**src/rtl/vga_timing_pkg.sv**
```systemverilog
// Shared definitions for the VGA timing generator: FSM encoding, standard mode constants
// and the line/frame total helper.
package vga_timing_pkg;

  typedef enum logic [1:0] {
    ST_IDLE  = 2'd0,
    ST_RUN   = 2'd1,
    ST_DRAIN = 2'd2
  } state_e;

  // 640x480 @ 60 Hz, 25 MHz pixel clock
  localparam int unsigned M640_H_DISP  = 640;
  localparam int unsigned M640_H_FP    = 16;
  localparam int unsigned M640_H_PULSE = 96;
  localparam int unsigned M640_H_BP    = 48;
  localparam int unsigned M640_V_DISP  = 480;
  localparam int unsigned M640_V_FP    = 10;
  localparam int unsigned M640_V_PULSE = 2;
  localparam int unsigned M640_V_BP    = 33;
  localparam int unsigned M640_CNT_W   = 10;

  // 800x600 @ 60 Hz, 40 MHz pixel clock
  localparam int unsigned M800_H_DISP  = 800;
  localparam int unsigned M800_H_FP    = 40;
  localparam int unsigned M800_H_PULSE = 128;
  localparam int unsigned M800_H_BP    = 88;
  localparam int unsigned M800_V_DISP  = 600;
  localparam int unsigned M800_V_FP    = 1;
  localparam int unsigned M800_V_PULSE = 4;
  localparam int unsigned M800_V_BP    = 23;
  localparam int unsigned M800_CNT_W   = 11;

  function automatic int unsigned total_count(input int unsigned disp, input int unsigned fp,
                                              input int unsigned pulse, input int unsigned bp);
    return disp + fp + pulse + bp;
  endfunction

endpackage

```
**src/rtl/vga_axis_counter.sv**
```systemverilog
// One timing axis (horizontal or vertical): wrapping position counter plus a registered
// "at last position" flag and lookahead decodes of the next position for the top to register.
module vga_axis_counter
  import vga_timing_pkg::*;
#(
  parameter int unsigned DISP  = 640,
  parameter int unsigned FP    = 16,
  parameter int unsigned PULSE = 96,
  parameter int unsigned BP    = 48,
  parameter int unsigned POL   = 0,
  parameter int unsigned CNT_W = 10
) (
  input  logic             i_clk,
  input  logic             i_rstn,
  input  logic             i_advance,
  input  logic             i_clear,
  output logic [CNT_W-1:0] o_count,
  output logic             o_wrap,
  output logic             o_active_c,
  output logic             o_sync_c
);

  localparam int unsigned      TOTAL    = total_count(DISP, FP, PULSE, BP);
  localparam int unsigned      SYNC_BEG = DISP + FP;
  localparam int unsigned      SYNC_END = DISP + FP + PULSE;
  localparam logic [CNT_W-1:0] LAST     = CNT_W'(TOTAL - 1);

  logic [CNT_W-1:0] count_q, count_d;
  logic             wrap_q, wrap_d;

  // Decodes use the next count so the top can register them alongside the counter.
  always_comb begin
    count_d = count_q;
    if (i_clear) begin
      count_d = '0;
    end else if (i_advance) begin
      count_d = wrap_q ? '0 : count_q + CNT_W'(1);
    end
    wrap_d     = (count_d == LAST);
    o_active_c = (32'(count_d) < DISP);
    o_sync_c   = ((32'(count_d) >= SYNC_BEG) && (32'(count_d) < SYNC_END)) ? 1'(POL) : ~1'(POL);
  end

  always_ff @(posedge i_clk) begin
    if (!i_rstn) begin
      count_q <= '0;
      wrap_q  <= (LAST == '0);
    end else begin
      count_q <= count_d;
      wrap_q  <= wrap_d;
    end
  end

  assign o_count = count_q;
  assign o_wrap  = wrap_q;

endmodule

```
**src/rtl/vga_timing_gen.sv**
```systemverilog
// Parametrised VGA timing generator with pixel clock-enable and a run/stop FSM that only
// stops at frame boundaries. Optional o_frame_cnt output under VGA_TIMING_FRAME_CNT_EN.
module vga_timing_gen
  import vga_timing_pkg::*;
#(
  parameter int unsigned H_DISP  = M640_H_DISP,
  parameter int unsigned H_FP    = M640_H_FP,
  parameter int unsigned H_PULSE = M640_H_PULSE,
  parameter int unsigned H_BP    = M640_H_BP,
  parameter int unsigned V_DISP  = M640_V_DISP,
  parameter int unsigned V_FP    = M640_V_FP,
  parameter int unsigned V_PULSE = M640_V_PULSE,
  parameter int unsigned V_BP    = M640_V_BP,
  parameter int unsigned H_POL   = 0,
  parameter int unsigned V_POL   = 0,
  parameter int unsigned CNT_W   = M640_CNT_W
) (
  input  logic             i_clk,
  input  logic             i_rstn,
  input  logic             i_pix_ce,
  input  logic             i_en,
  output logic [CNT_W-1:0] o_x_counter,
  output logic [CNT_W-1:0] o_y_counter,
  output logic             o_video,
  output logic             o_hsync,
  output logic             o_vsync,
  output logic             o_sof,
  output logic             o_sol,
  output logic             o_busy
`ifdef VGA_TIMING_FRAME_CNT_EN
  ,
  output logic [15:0]      o_frame_cnt
`endif
);

  localparam logic HSYNC_OFF = ~1'(H_POL);
  localparam logic VSYNC_OFF = ~1'(V_POL);

  state_e state_q, state_d;
  logic   video_q, video_d;
  logic   hsync_q, hsync_d;
  logic   vsync_q, vsync_d;
  logic   sof_q, sof_d;
  logic   sol_q, sol_d;
  logic   busy_q, busy_d;

  logic h_adv, v_adv, cnt_clear, frame_end;
  logic h_wrap, v_wrap, h_active_c, v_active_c, h_sync_c, v_sync_c;

  assign h_adv     = i_pix_ce && (state_q != ST_IDLE);
  assign v_adv     = h_adv && h_wrap;
  assign cnt_clear = (state_q == ST_IDLE);
  assign frame_end = h_wrap && v_wrap;

  vga_axis_counter #(
    .DISP(H_DISP), .FP(H_FP), .PULSE(H_PULSE), .BP(H_BP), .POL(H_POL), .CNT_W(CNT_W)
  ) u_h_axis (
    .i_clk      (i_clk),
    .i_rstn     (i_rstn),
    .i_advance  (h_adv),
    .i_clear    (cnt_clear),
    .o_count    (o_x_counter),
    .o_wrap     (h_wrap),
    .o_active_c (h_active_c),
    .o_sync_c   (h_sync_c)
  );

  vga_axis_counter #(
    .DISP(V_DISP), .FP(V_FP), .PULSE(V_PULSE), .BP(V_BP), .POL(V_POL), .CNT_W(CNT_W)
  ) u_v_axis (
    .i_clk      (i_clk),
    .i_rstn     (i_rstn),
    .i_advance  (v_adv),
    .i_clear    (cnt_clear),
    .o_count    (o_y_counter),
    .o_wrap     (v_wrap),
    .o_active_c (v_active_c),
    .o_sync_c   (v_sync_c)
  );

  // Next state and strobes; a DRAIN that reaches the frame end with i_en low parks in IDLE.
  always_comb begin
    state_d = state_q;
    sof_d   = 1'b0;
    sol_d   = 1'b0;
    if (i_pix_ce) begin
      unique case (state_q)
        ST_IDLE: begin
          if (i_en) begin
            state_d = ST_RUN;
            sof_d   = 1'b1;
            sol_d   = 1'b1;
          end
        end
        ST_RUN: begin
          sol_d = h_wrap;
          sof_d = frame_end;
          if (!i_en) state_d = ST_DRAIN;
        end
        ST_DRAIN: begin
          if (i_en) begin
            state_d = ST_RUN;
            sol_d   = h_wrap;
            sof_d   = frame_end;
          end else if (frame_end) begin
            state_d = ST_IDLE;
          end else begin
            sol_d = h_wrap;
          end
        end
        default: state_d = ST_IDLE;
      endcase
    end
    busy_d  = (state_d != ST_IDLE);
    video_d = busy_d && h_active_c && v_active_c;
    hsync_d = busy_d ? h_sync_c : HSYNC_OFF;
    vsync_d = busy_d ? v_sync_c : VSYNC_OFF;
  end

  always_ff @(posedge i_clk) begin
    if (!i_rstn) begin
      state_q <= ST_IDLE;
      video_q <= 1'b0;
      hsync_q <= HSYNC_OFF;
      vsync_q <= VSYNC_OFF;
      sof_q   <= 1'b0;
      sol_q   <= 1'b0;
      busy_q  <= 1'b0;
    end else begin
      state_q <= state_d;
      video_q <= video_d;
      hsync_q <= hsync_d;
      vsync_q <= vsync_d;
      sof_q   <= sof_d;
      sol_q   <= sol_d;
      busy_q  <= busy_d;
    end
  end

  assign o_video = video_q;
  assign o_hsync = hsync_q;
  assign o_vsync = vsync_q;
  assign o_sof   = sof_q;
  assign o_sol   = sol_q;
  assign o_busy  = busy_q;

`ifdef VGA_TIMING_FRAME_CNT_EN
  logic [15:0] frame_cnt_q, frame_cnt_d;

  always_comb begin
    frame_cnt_d = frame_cnt_q;
    if (sof_d) frame_cnt_d = frame_cnt_q + 16'd1;
  end

  always_ff @(posedge i_clk) begin
    if (!i_rstn) frame_cnt_q <= 16'd0;
    else         frame_cnt_q <= frame_cnt_d;
  end

  assign o_frame_cnt = frame_cnt_q;
`endif

endmodule

```
**config.mk**
```make
export PLATFORM = sky130hd
export DESIGN_NAME = vga_timing_gen
export DESIGN_NICKNAME = d
export VERILOG_FILES = /design/src/rtl/vga_timing_pkg.sv /design/src/rtl/vga_axis_counter.sv /design/src/rtl/vga_timing_gen.sv
export SDC_FILE = /design/constraint.sdc
export NUM_CORES = 1
export LEC_CHECK = 0
export ABC_AREA = 1
export CAP_MARGIN = 15
export CORE_ASPECT_RATIO = 1.1
export CORE_UTILIZATION = 56
export DETAILED_ROUTE_END_ITERATION = 8
export GPL_ROUTABILITY_DRIVEN = 1
export MAX_ROUTING_LAYER = met4
export PLACE_DENSITY = 0.86
export SLEW_MARGIN = 25
export SYNTH_ARGS = -nofsm -noshare
export SYNTH_HDL_FRONTEND = slang
export SYNTH_SLANG_ARGS = --single-unit
```
**constraint.sdc**
```tcl
create_clock -name i_clk -period 2.2 [get_ports i_clk]
set_input_delay 0.33 -clock i_clk [delete_from_list [all_inputs] [get_ports i_clk]]
set_output_delay 0.33 -clock i_clk [all_outputs]
set_load 0.03 [all_outputs]
```
# == Word-level counts from Yosys, hierarchy flattened ==
# Index checks and enable logic that the tools add are counted.
# totals
reg_bits,30
out_inout_bits,26
word_cells,55
in_bits,4
# classes
addsub,2
eq_ne,4
muxes,20
reduce_logical,12
n_lt_le_gt_ge,6
# op_table
cell,n
2-to-1 mux 10 bit,6
adder 10 x 1 -> 10 bit (second input constant),2
== test 10 bit (second input constant),2
< comparator 10 bit (second input constant),2
< comparator 10 x 9 -> 1 bit (second input constant),2
>= comparator 10 bit (second input constant),1
>= comparator 10 x 9 -> 1 bit (second input constant),1
2-to-1 mux 2 bit,5
logical AND 1 bit,7
2-to-1 mux 1 bit,6
case mux 1 bit (3 select lines),2
case mux 2 bit (3 select lines),1
AND reduction 2 bit,2
nonzero test 2 bit,2
== test 2 x 1 -> 1 bit (second input constant),1
== test 2 bit (second input constant),1
logical NOT 2 bit,1

# == Longest topological paths before layout ==
# Gate-level depths: netlist of run 1.
# depth
word_depth,8
ltp_mapped,12

# == Cells and area by module ==
# Synthesis of run 1 repeated with hierarchy kept, for this count alone.
# unflattened
cells_unflattened,241
area_unflattened_um2,1664.1
# by_module_without_submodules
mod,area_per_inst_um2,instances,seq_area_each_um2,cells_per_inst
vga_axis_counter (u_h_axis),670.6,1,220.2,100
vga_axis_counter (u_v_axis),646.9,1,220.2,97
vga_timing_gen,346.6,1,160.2,44

# == Worst setup path after synthesis of run 1 ==
# No wires, ideal clock.
# synth_timing
path_kind,reg-to-reg
start,"register u_v_axis.count_q[1], in the netlist u_v_axis.o_count[1]"
end,"register vsync_q, in the netlist o_vsync"
t_arrival_ps,1543
setup_time_ps,116
path_slack_ps,541
path_stages_with_launch,11
synth_period_minus_slack_ps,1659
cell_sequence,dfxtp_1 > ha_1 > nand2_1 > nor2_1 > nand4_1 > nor2_1 > nor2_1 > nor2_1 > nand2_1 > nor2_1 > nand2_1
# synth_between
elab_chain_cells,7
elab_cells_between_ends,8
# synth_lines
element,line_no,rtl
from (decl),vga_axis_counter.sv:28,"logic [CNT_W-1:0] count_q, count_d;"
from (signal assigned),vga_axis_counter.sv:49,count_q <= count_d;
adder 10 x 1 -> 10 bit,vga_axis_counter.sv:37,count_d = wrap_q ? '0 : count_q + CNT_W'(1);
2-to-1 mux 10 bit,vga_axis_counter.sv:37,
2-to-1 mux 10 bit (*),vga_axis_counter.sv:36,end else if (i_advance) begin
2-to-1 mux 10 bit (*),vga_axis_counter.sv:34,if (i_clear) begin
>= comparator 10 x 9 -> 1 bit or < comparator 10 x 9 -> 1 bit (tied branches),vga_axis_counter.sv:41,o_sync_c = ((32'(count_d) >= SYNC_BEG) && (32'(count_d) < SYNC_END)) ? 1'(POL) : ~1'(POL);
logical AND 1 bit (*),vga_axis_counter.sv:41,
2-to-1 mux 1 bit (*),vga_axis_counter.sv:41,
to (signal assigned),vga_timing_gen.sv:133,vsync_q <= vsync_d;
to (decl),vga_timing_gen.sv:42,"logic vsync_q, vsync_d;"
# Every way passes the cells marked *; elsewhere a longest branch is shown, timed or not.
# A chain may end at the register's enable or synchronous reset.

# == Worst setup path after layout of run 1 ==
# layout_timing
start,"register u_v_axis.count_q[4], in the netlist u_v_axis.o_count[4]"
end,output o_y_counter[4]
# layout_lines
element,line_no,rtl
to (decl),vga_timing_gen.sv:23,"output logic [CNT_W-1:0] o_y_counter,"
# No word-level cell between the ends.

==> impl_results.md, run 1 <==
- Antenna cells: 0
- Least-Margin Pin Slew: 0.462 ns
- Post-Syn Area per Cell: 6.20 µm²
- Min cycle time layout: 1.82 ns
- Crit-path max cell delay: 0.70 ns
- CP endpoint kind: primary output
- Residual antenna-violating net count after detailed routing: 0
- DP Wirelength: 3010 µm
- Worst Path Max Fanout: 6
- Slew headroom: 68.9%
- CTS-repair resized insts: 0
- Post-synthesis sequential area ratio: 36.3%
- Worst EP arrival: 1.49 ns
- Share of layout cells above drive strength 1: 7.84%
- Hold path start: state_q[0]
- Initial Utilization: 59.5%
- Async set-or-reset flop fraction in the synthesized netlist: 0%
- RSZ-0062 raised after global routing: no
- Gr ovfl total: 0
- YS warnings: 0
- Share of the synthesized area in the top cell type: 36.3%
- Area Overhead vs Synth: 28.1%
- Synthesized net count: 273
- Worst Setup Start Kind: flip-flop
- Nets: 311
- Synth Flop Type: dfxtp_1
- Cell taking the most area after synthesis: dfxtp_1
- Iteration-0 DRC Markers: 41
- Area contributors post-synth: dfxtp_1 36%, nor2_1 14%, nand2_1 12%
- Mapped Cells: 267
- CTS clk-pin slew, worst paths: 0.10 ns
- Io pins: 30
- Clk Latency, worst-skew pair: 0.34 ns
- Via/cell ratio: 5.27
- Ratio of final minimum period to clock period: 82.5%
- Pwr/cell area: 576 nW/µm²
- Top cell family by delay on the critical path: buffers and inverters
- Clock Sink Count: 30
- Total Power: 0.00122 W
- RR Startpoint: u_v_axis.o_count[1]
- Setup bufs post-CTS: 0
- IO Port Bufs: 29
- Leakage: 0.871 nW
- Drt wl/cell: 11.9 µm
- CP Cell Sequence: clkdlybuf4s50_1
- Vias: 1,786
- WP buf/inv: 1
- Number of global-route vias before repair: 1,620
- Worst VDD drop: 662 µV
- First-pass GRT wire length: 6600 µm
- Initial antenna violation count: 0
- Top-count cell post-synth: nor2_1
- TritonRoute pass-1 iters: 4
- Synth top cells by count: 61 x nor2_1, 55 x nand2_1, 44 x inv_1, 30 x dfxtp_1, 25 x nand3_1
- Yosys reg bits: 30
- Critical Path Slowest Stage Cell: clkdlybuf4s50_1
- Drt total wl: 4040 µm
- EDFF count, synth: 0
- Min-delay worst type: reg2reg
- Core footprint: 2780 µm²
- Pins Over Slew Limit: 0
- CTS Buf Count: 5
- Setup Crit Path Kind: reg2out
- CTS tree: yes
- Final Hold Viols: 0
- Maxcap violations: 0
- Setup crit start: u_v_axis.o_count[4]
- Row cnt: 20
- DRC: 0
- Horiz. Die Dim: 53.8 µm
- Synth unique cells: 28
- Tot GR Track Use: 29.6%
- Max Buffers Root-to-Sink: 2
- Post-cts hold buffer count: 0
- Die Ht: 59 µm
- Max Clock Freq: 551 MHz
- Setup tns final: 0 ns
- CTS HTree Levels: 2
- Largest net degree at the start of global routing: 16
- Final Wtd Congestion: 0.897
- Clk_skew: 0.0107 ns
- CTS root buf: clkbuf_4
- Worst endpoint required time: 1.87 ns
- Mapped Area: 1650 µm²
- # setup viols final: 0
- Outcome: finished, final reports clean
- Die area: 3180 µm²
## worst register-to-register path: stages, from the launching register on
cell     delay (ns)
dfxtp_1        0.41
ha_1           0.21
nand2_1        0.08
nor2_1         0.17
inv_1          0.07
nor2_1         0.17
nand2_1        0.07
nand3_1        0.15
nand2_1        0.07
nor2_1         0.10
nand3_1        0.07
nor2_1         0.09
## per-layer routing
layer / vias to the layer above / share of wire (%) / global-route usage (%) / wire [µm]
met2: 45 / 49 / 48.3 / 1990
li1: 920 / - / - / -
met4: 0 / 2.5 / 15.0 / 100
met1: 810 / 44 / 32.9 / 1780
met5: - / 0 / - / 0
met3: 11 / 4.1 / 6.92 / 167
## area by class of cell
| type | count | area, µm² |
|---|---|---|
| multi-input cells | 188 | 866 |
| fillers | 228 | 658 |
| flip-flops and latches | 30 | 601 |
| repair buffers | 34 | 328 |
| inverters | 46 | 173 |
| clock inverters | 2 | 60.1 |
| clock buffers | 6 | 51.3 |
| well taps | 33 | 41.3 |
## worst paths after layout
check,slack (ns),to,cells past startpoint
worst max register to register,0.49,u_v_axis.o_wrap,11
worst min register to register,0.59,o_sof,2
worst min-delay path,0.59,o_sof,2
worst max-delay path,0.38,o_y_counter[4],1
## layout by cell type, fill, tap and decap left out, drive strengths merged
cell,instances
bufinv,2
clkbuf,6
o31ai,1
nand3,26
o21ai,8
ha,2
o21bai,1
nor4,1
or2,1
a22oi,1
buf,5
inv,46
a31oi,2
dfxtp,30
a21oi,7
nand2,56
nor3,6
nand3b,2
o211ai,1
nor2,65
clkdlybuf4s50,29
nand4,8
## metrics by stage
step	area [µm²]	utilization [%]	hold slack [ns]	setup WS (ns)	instances
after CTS	2120	76.3	0.596	0.378	339
after floorplan	1650	-	0.493	0.541	267
after detailed placement	2010	72.3	0.575	0.0426	331
after global routing	2120	76.3	0.660	0.242	339
after global placement	2010	72.3	0.570	0.0882	331
final	2120	76.3	0.592	0.384	339
## registers in the layout, indices dropped and copies added (netlist names)
register          flops
u_h_axis.o_count     10
u_v_axis.o_count     10
state_q               2
o_busy                1
o_hsync               1
o_sof                 1
o_sol                 1
o_video               1
o_vsync               1
u_h_axis.o_wrap       1
u_v_axis.o_wrap       1
## cell families (layout without fill, tap and decap cells)
kind of cell,Yosys count,count (layout),share of synthesized area [%]
adders and majority gates,2,2,1.51
and+or+nand+nor,165,165,43.5
AOI/OAI and AO/OA,21,21,7.34
DFF,30,30,36.3
buffers and inverters,49,88,11.3
## where the power goes
group	internal [W]	leakage, nW	switching, W
Clock	0.000385	0.0585	0.000195
Sequential	0.000549	0.243	0.00000277
Combinational	0.0000309	0.570	0.0000586
Note: power is estimated with default switching activity, not from simulation.
==> inputs of run 2 (changes only) <==
--- a/config.mk
+++ b/config.mk
@@ -8,11 +8,11 @@
 export ABC_AREA = 1
 export CAP_MARGIN = 15
 export CORE_ASPECT_RATIO = 1.1
-export CORE_UTILIZATION = 56
+export CORE_UTILIZATION = 47
 export DETAILED_ROUTE_END_ITERATION = 8
 export GPL_ROUTABILITY_DRIVEN = 1
 export MAX_ROUTING_LAYER = met4
-export PLACE_DENSITY = 0.86
+export PLACE_DENSITY = 0.78
 export SLEW_MARGIN = 25
 export SYNTH_ARGS = -nofsm -noshare
 export SYNTH_HDL_FRONTEND = slang
==> constraint.sdc (replaced) <==
create_clock -name i_clk -period 1.55 [get_ports i_clk]
set_input_delay 0.2325 -clock i_clk [delete_from_list [all_inputs] [get_ports i_clk]]
set_output_delay 0.2325 -clock i_clk [all_outputs]
set_load 0.03 [all_outputs]
==> run 2 against run 1 <==
Global-route usage fell by 2.8 points. Non-clock buffer count rose by 41. Setup slack got worse by 0.43 ns. The run now ends with negative setup slack left. Largest cell class unchanged. Clock skew rose by 0.0029 ns. Clock-buffer cell count did not move. Sequential power rose by 41%.
==> impl_results.md, run 2 (synthesized netlist as in run 1, its figures left out) <==
- Worst VDD drop: 419 µV (was 662 µV)
- Initial Utilization: 49.3% (was 59.5%)
- Residual antenna-violating net count after detailed routing: 0 (unchanged)
- Ratio of final minimum period to clock period: 103%
- Clock Sink Count: 30 (unchanged)
- Via/cell ratio: 5.11 (was 5.27)
- Setup Crit Path Kind: reg2reg (was reg2out)
- Core footprint: 3360 µm² (was 2780 µm²)
- Clk Latency, worst-skew pair: 0.34 ns (about the same)
- CTS root buf: clkbuf_4 (unchanged)
- Slew headroom: 73.4% (was 68.9%)
- Share of layout cells above drive strength 1: 29.5% (was 7.84%)
- Worst EP arrival: 1.86 ns (was 1.49 ns)
- Top cell family by delay on the critical path: simple AND/OR/NAND/NOR gates (was buffers and inverters)
- Die Ht: 64.2 µm (was 59 µm)
- Final Hold Viols: 0 (unchanged)
- Most frequent cells in the layout: 54 x nor2_1, 49 x nand2_1, 42 x buf_4 (was 61 x nor2_1, 55 x nand2_1, 44 x inv_1)
- CTS clk-pin slew, worst paths: 0.10 ns (about the same)
- DP Area: 2280 µm² (was 2010 µm²)
- # setup viols final: 3 (was 0)
- Min cycle time layout: 1.59 ns
- Crit-path max cell delay: 0.41 ns (was 0.70 ns)
- # fillers: 273 (was 228)
- Area Overhead vs Synth: 55.4% (was 28.1%)
- Worst endpoint required time: 1.82 ns (was 1.87 ns)
- Die area: 3760 µm² (was 3180 µm²)
- Maxcap violations: 0 (unchanged)
- Largest net degree at the start of global routing: 10 (was 16)
- First-pass GRT wire length: 7530 µm (was 6600 µm)
- Antenna cells: 0 (unchanged)
- Vias: 2,012 (was 1,786)
- CP endpoint kind: flip-flop (was primary output)
- Least-Margin Pin Slew: 0.395 ns (was 0.462 ns)
- Tot GR Track Use: 26.8% (was 29.6%)
- CTS HTree Levels: 2 (unchanged)
- Most common cell after layout, fill and taps aside: nor2_1 (unchanged)
- CP Cell Sequence: nand2_1 > nor2_1 > inv_1 > nor2_2 > nand2_1 > nand2_1 > nand3_1 > nor2_4 > nand3_1 > nor2_1 (was clkdlybuf4s50_1)
- Drt total wl: 4930 µm (was 4040 µm)
- Iteration-0 DRC Markers: 130 (was 41)
- RSZ-0062 raised after global routing: yes (was no)
- Horiz. Die Dim: 58.6 µm (was 53.8 µm)
- Failing checks: negative setup slack
- WP buf/inv: 1 (unchanged)
- CTS tree: yes (unchanged)
- Leakage: 1.23 nW (was 0.871 nW)
- Worst Path Max Fanout: 4 (was 6)
- Outcome: finished with violations (was finished, final reports clean)
- Min-delay worst type: in2reg (was reg2reg)
- Io pins: 30 (unchanged)
- Worst Setup Slack, final: -0.0420 ns (was 0.384 ns)
- Critical Path Slowest Stage Cell: dfxtp_1 (was clkdlybuf4s50_1)
- Max Buffers Root-to-Sink: 2 (unchanged)
- Row cnt: 22 (was 20)
- Max Clock Freq: 628 MHz
- Pre-CTS setup slack: -0.463 ns (was 0.0426 ns)
- Initial antenna violation count: 0 (unchanged)
- Drt wl/cell: 12.5 µm (was 11.9 µm)
- IO Port Bufs: 29 (unchanged)
- TritonRoute pass-1 iters: 4 (unchanged)
- Clk_skew: 0.0136 ns (was 0.0107 ns)
- Final Wtd Congestion: 0.924 (was 0.897)
- Post-layout util: 76.5% (was 76.3%)
- Gr ovfl total: 0 (unchanged)
- Pwr/cell area: 619 nW/µm² (was 576 nW/µm²)
- Number of global-route vias before repair: 1,764 (was 1,620)
- Hold slack: 0.579 ns (was 0.592 ns)
- Pins Over Slew Limit: 0 (unchanged)
- DRC: 0 (unchanged)
- Nets: 352 (was 311)
- DP Wirelength: 3270 µm (was 3010 µm)
- CTS Buf Count: 5 (unchanged)
- Fin area: 2570 µm² (was 2120 µm²)
- Most used cell, CP: nand2_1
- Worst Setup Start Kind: flip-flop (unchanged)
run 2: metal layers:
layer	track usage [%]	part of all wire, %	vias to the layer above
li1	-	-	1001
met1	29.5	41	916
met2	46.4	52	74
met3	6.07	4.5	21
met4	10.4	3.1	0
met5	-	0	-
run 2: timing repair:
action                     4_1_cts  5_1_grt
pin swaps                        3       24
resized for setup               39       43
setup endpoints to repair       30       14
hold buffers                     0        0
setup buffers                    1        8
run 2: worst min-delay path, cell delays in order:
cell           delay, ns
dlygate4sd2_1       0.32
buf_4               0.17
nand3_1             0.09
nor2_1              0.05
run 2: worst paths after layout:
kind	startpoint	to	slack, ns	depth (start not counted)
max reg2reg	u_h_axis.o_count[7]	u_h_axis.o_wrap	-0.04	10
max	u_h_axis.o_count[7]	u_h_axis.o_wrap	-0.04	10
min	i_pix_ce	o_sol	0.58	4
min reg2reg	u_v_axis.o_count[9]	u_v_axis.o_wrap	0.63	4
run 2: area by class of cell:
class / count / area (µm²) / area share (%)
multi-input cells: 188 / 995 / 38.7
flip-flops and latches: 30 / 632 / 24.6
repair buffers: 75 / 624 / 24.3
inverters: 46 / 178 / 6.91
well taps: 48 / 60.1 / 2.34
clock buffers: 6 / 51.3 / 2.00
clock inverters: 1 / 30.0 / 1.17
run 2: where the power goes:
part | internal, W | switching, W
logic | 0.0000686 | 0.0000995
clock network | 0.000375 | 0.000273
registers | 0.000770 | 0.00000610
total | 0.00121 | 0.000378
run 2: per-stage QoR:
| stage | instances | total power [W] | setup TNS (ns) |
|---|---|---|---|
| floorplan | 267 | 0.000877 | 0 |
| global placement | 378 | 0.000940 | -6.08 |
| detailed placement | 378 | 0.000941 | -6.82 |
| CTS | 386 | 0.00157 | 0 |
| global route | 394 | 0.00165 | -0.573 |
| finish | 394 | 0.00159 | -0.0593 |
==> inputs of run 3 (changes only) <==
--- a/config.mk
+++ b/config.mk
@@ -8,11 +8,14 @@
 export ABC_AREA = 1
 export CAP_MARGIN = 15
 export CORE_ASPECT_RATIO = 1.1
-export CORE_UTILIZATION = 47
+export CORE_UTILIZATION = 49
+export CTS_BUF_LIST = sky130_fd_sc_hd__clkbuf_4
+export CTS_CLUSTER_SIZE = 10
 export DETAILED_ROUTE_END_ITERATION = 8
 export GPL_ROUTABILITY_DRIVEN = 1
 export MAX_ROUTING_LAYER = met4
-export PLACE_DENSITY = 0.78
+export PLACE_DENSITY = 0.8
+export SETUP_SLACK_MARGIN = 0.15
 export SLEW_MARGIN = 25
 export SYNTH_ARGS = -nofsm -noshare
 export SYNTH_HDL_FRONTEND = slang
==> run 3 against run 2 <==
The flow finishes with violations (design-rule violations, negative setup slack). Clock power shrank 28%. Combinational power is 29% higher. Via count rose by 10%. Cell area is 6.3% higher. Sequential share of layout area shrank 0.86 points. Final cell count down 2.3%. Largest cell class unchanged. Largest power group unchanged.
==> impl_results.md, run 3 (synthesized netlist as in run 1, its figures left out) <==
- Leakage: 1.17 nW (was 1.23 nW)
- Row cnt: 21 (was 22)
- Largest net degree at the start of global routing: 10 (unchanged)
- Area taken by multi-input logic gates: 1180 µm² (was 995 µm²)
- Vias: 2,217 (was 2,012)
- Min cycle time layout: 1.72 ns (was 1.59 ns)
- Hold slack: 0.564 ns (was 0.579 ns)
- Maxcap violations: 0 (unchanged)
- CTS clk-pin slew, worst paths: 0.11 ns (was 0.10 ns)
- TritonRoute pass-1 iters: 7 (was 4)
- Initial antenna violation count: 0 (unchanged)
- Drt total wl: 6490 µm (was 4930 µm)
- Worst Path Max Fanout: 7 (was 4)
- Most frequent cells in the layout: 45 x nand2_1, 45 x buf_4, 44 x nor2_1 (was 54 x nor2_1, 49 x nand2_1, 42 x buf_4)
- Clk Latency, worst-skew pair: 0.36 ns (was 0.34 ns)
- Setup Crit Path Kind: reg2reg (unchanged)
- Final Wtd Congestion: 0.902 (was 0.924)
- Inst Count DP: 364 (was 378)
- Pwr/cell area: 532 nW/µm² (was 619 nW/µm²)
- Area Overhead vs Synth: 65.1% (was 55.4%)
- CTS HTree Levels: 2 (unchanged)
- IO Port Bufs: 29 (unchanged)
- Max Buffers Root-to-Sink: 2 (unchanged)
- Horiz. Die Dim: 57.4 µm (was 58.6 µm)
- CTS tree: yes (unchanged)
- Ratio of final minimum period to clock period: 111% (was 103%)
- Clock Sink Count: 30 (unchanged)
- Pins Over Slew Limit: 0 (unchanged)
- Die area: 3610 µm² (was 3760 µm²)
- RR Startpoint: state_q[0] (was u_h_axis.o_count[7])
- Nets: 356 (was 352)
- Share of layout cells above drive strength 1: 42.2% (was 29.5%)
- Io pins: 30 (unchanged)
- Worst Setup Start Kind: flip-flop (unchanged)
- Least-Margin Pin Slew: 0.320 ns (was 0.395 ns)
- Max Clock Freq: 583 MHz (was 628 MHz)
- Die Ht: 62.9 µm (was 64.2 µm)
- Min-delay worst type: in2reg (unchanged)
- Drt wl/cell: 16.9 µm (was 12.5 µm)
- # fillers: 158 (was 273)
- # setup viols final: 5 (was 3)
- RSZ-0062 raised after global routing: yes (unchanged)
- Grt met3 use: 8.28% (was 6.07%)
- DP Wirelength: 3300 µm (was 3270 µm)
- Grt met2 use: 57.7% (was 46.4%)
- Tot GR Track Use: 33.4% (was 26.8%)
- Worst Setup Slack, final: -0.166 ns (was -0.0420 ns)
- Worst VDD drop: 554 µV (was 419 µV)
- Worst EP arrival: 1.96 ns (was 1.86 ns)
- Final Hold Viols: 0 (unchanged)
- DRC: 1 (was 0)
- Clk_skew: 0.0131 ns (was 0.0136 ns)
- CP endpoint kind: flip-flop (unchanged)
- Outcome: finished with violations (unchanged)
- Gr busiest metal: met2 (unchanged)
- Core footprint: 3130 µm² (was 3360 µm²)
- Iteration-0 DRC Markers: 198 (was 130)
- Setup crit start: state_q[0] (was u_h_axis.o_count[7])
- Residual antenna-violating net count after detailed routing: 0 (unchanged)
- Initial Utilization: 52.9% (was 49.3%)
- First-pass GRT wire length: 9050 µm (was 7530 µm)
- Number of global-route vias before repair: 2,122 (was 1,764)
- Slew headroom: 78.4% (was 73.4%)
- Failing checks: design-rule violations, negative setup slack (was negative setup slack)
- Reg area: 648 µm² (was 632 µm²)
- Finished Layout Cells: 385 (was 394)
- Worst endpoint required time: 1.79 ns (was 1.82 ns)
- Met1 usage: 33.2% (was 29.5%)
- CTS root buf: clkbuf_4 (unchanged)
- Antenna cells: 0 (unchanged)
- Gr ovfl total: 0 (unchanged)
- Via/cell ratio: 5.76 (was 5.11)
- CTS Buf Count: 5 (unchanged)
- Hold path start: i_pix_ce (unchanged)
==> run 3: changes by cell type in the layout (fill, tap and decap cells not counted), moves of 6 or more <==
| cell | before | now |
|---|---|---|
| nor2_4 | 5 | 11 |
| clkbuf_2 | 0 | 6 |
| clkdlybuf4s15_1 | 0 | 6 |
| nand3_2 | 1 | 8 |
| dlygate4sd2_1 | 25 | 11 |
| nor2_1 | 54 | 44 |
| nand3_1 | 24 | 16 |
==> run 3: what timing repair did <==
item,4_1_cts,5_1_grt
gates resized for setup,94,51
endpoints found under the setup margin,45,29
pin swaps,30,16
hold buffers,0,0
gates cloned,1,0
setup buffers,5,7
==> run 3: path summary, 6_finish.rpt <==
path	end	slack, ns	cells after the start
max reg2reg	o_vsync	-0.17	12
min reg2reg	o_sof	0.65	2
min	o_sof	0.56	4
max	o_vsync	-0.17	12
==> run 3: worst max-delay path, cell delays in order (launching register included) <==
cell and delay, ns:
dfxtp_4 0.42, inv_6 0.06, nand2_8 0.09, nand3_4 0.15
inv_4 0.11, nand2_2 0.06, nand2_2 0.09, nor2_2 0.05
buf_4 0.13, nor2_1 0.16, nand2_1 0.08, nor2_1 0.10
nand2_1 0.09
==> run 3: area by class of cell <==
class	instances	area share [%]
inverter	46	6.78
tap	34	1.56
timing repair buffer	78	22.8
multi-input combinational	189	43.4
sequential	30	23.7
clock buffer	5	1.37
clock inverter	3	0.412
==> run 3: where the power goes <==
| group | leakage (nW) | internal, W | switching (W) |
|---|---|---|---|
| logic | 0.891 | 0.0000864 | 0.000130 |
| registers | 0.254 | 0.000761 | 0.00000761 |
| clock network | 0.0277 | 0.000161 | 0.000306 |
| total | 1.17 | 0.00101 | 0.000444 |
==> run 3: metal layers <==
metal	wire [µm]	part of all wire (%)
met5	0	0
met4	382	5.9
met3	452	7.0
met2	3170	49
met1	2490	38
==> run 3: stage by stage <==
stage	area, µm²	util [%]	setup WS (ns)	setup TNS [ns]	total power (W)
after floorplan	1730	-	0.127	0	0.000867
after global placement	2320	74.3	-0.438	-5.33	0.000933
final	2730	87.4	-0.166	-0.297	0.00145
after global routing	2730	87.4	-0.208	-0.707	0.00149
after CTS	2600	83.2	0.00536	0	0.00140
after detailed placement	2320	74.3	-0.506	-6.02	0.000935
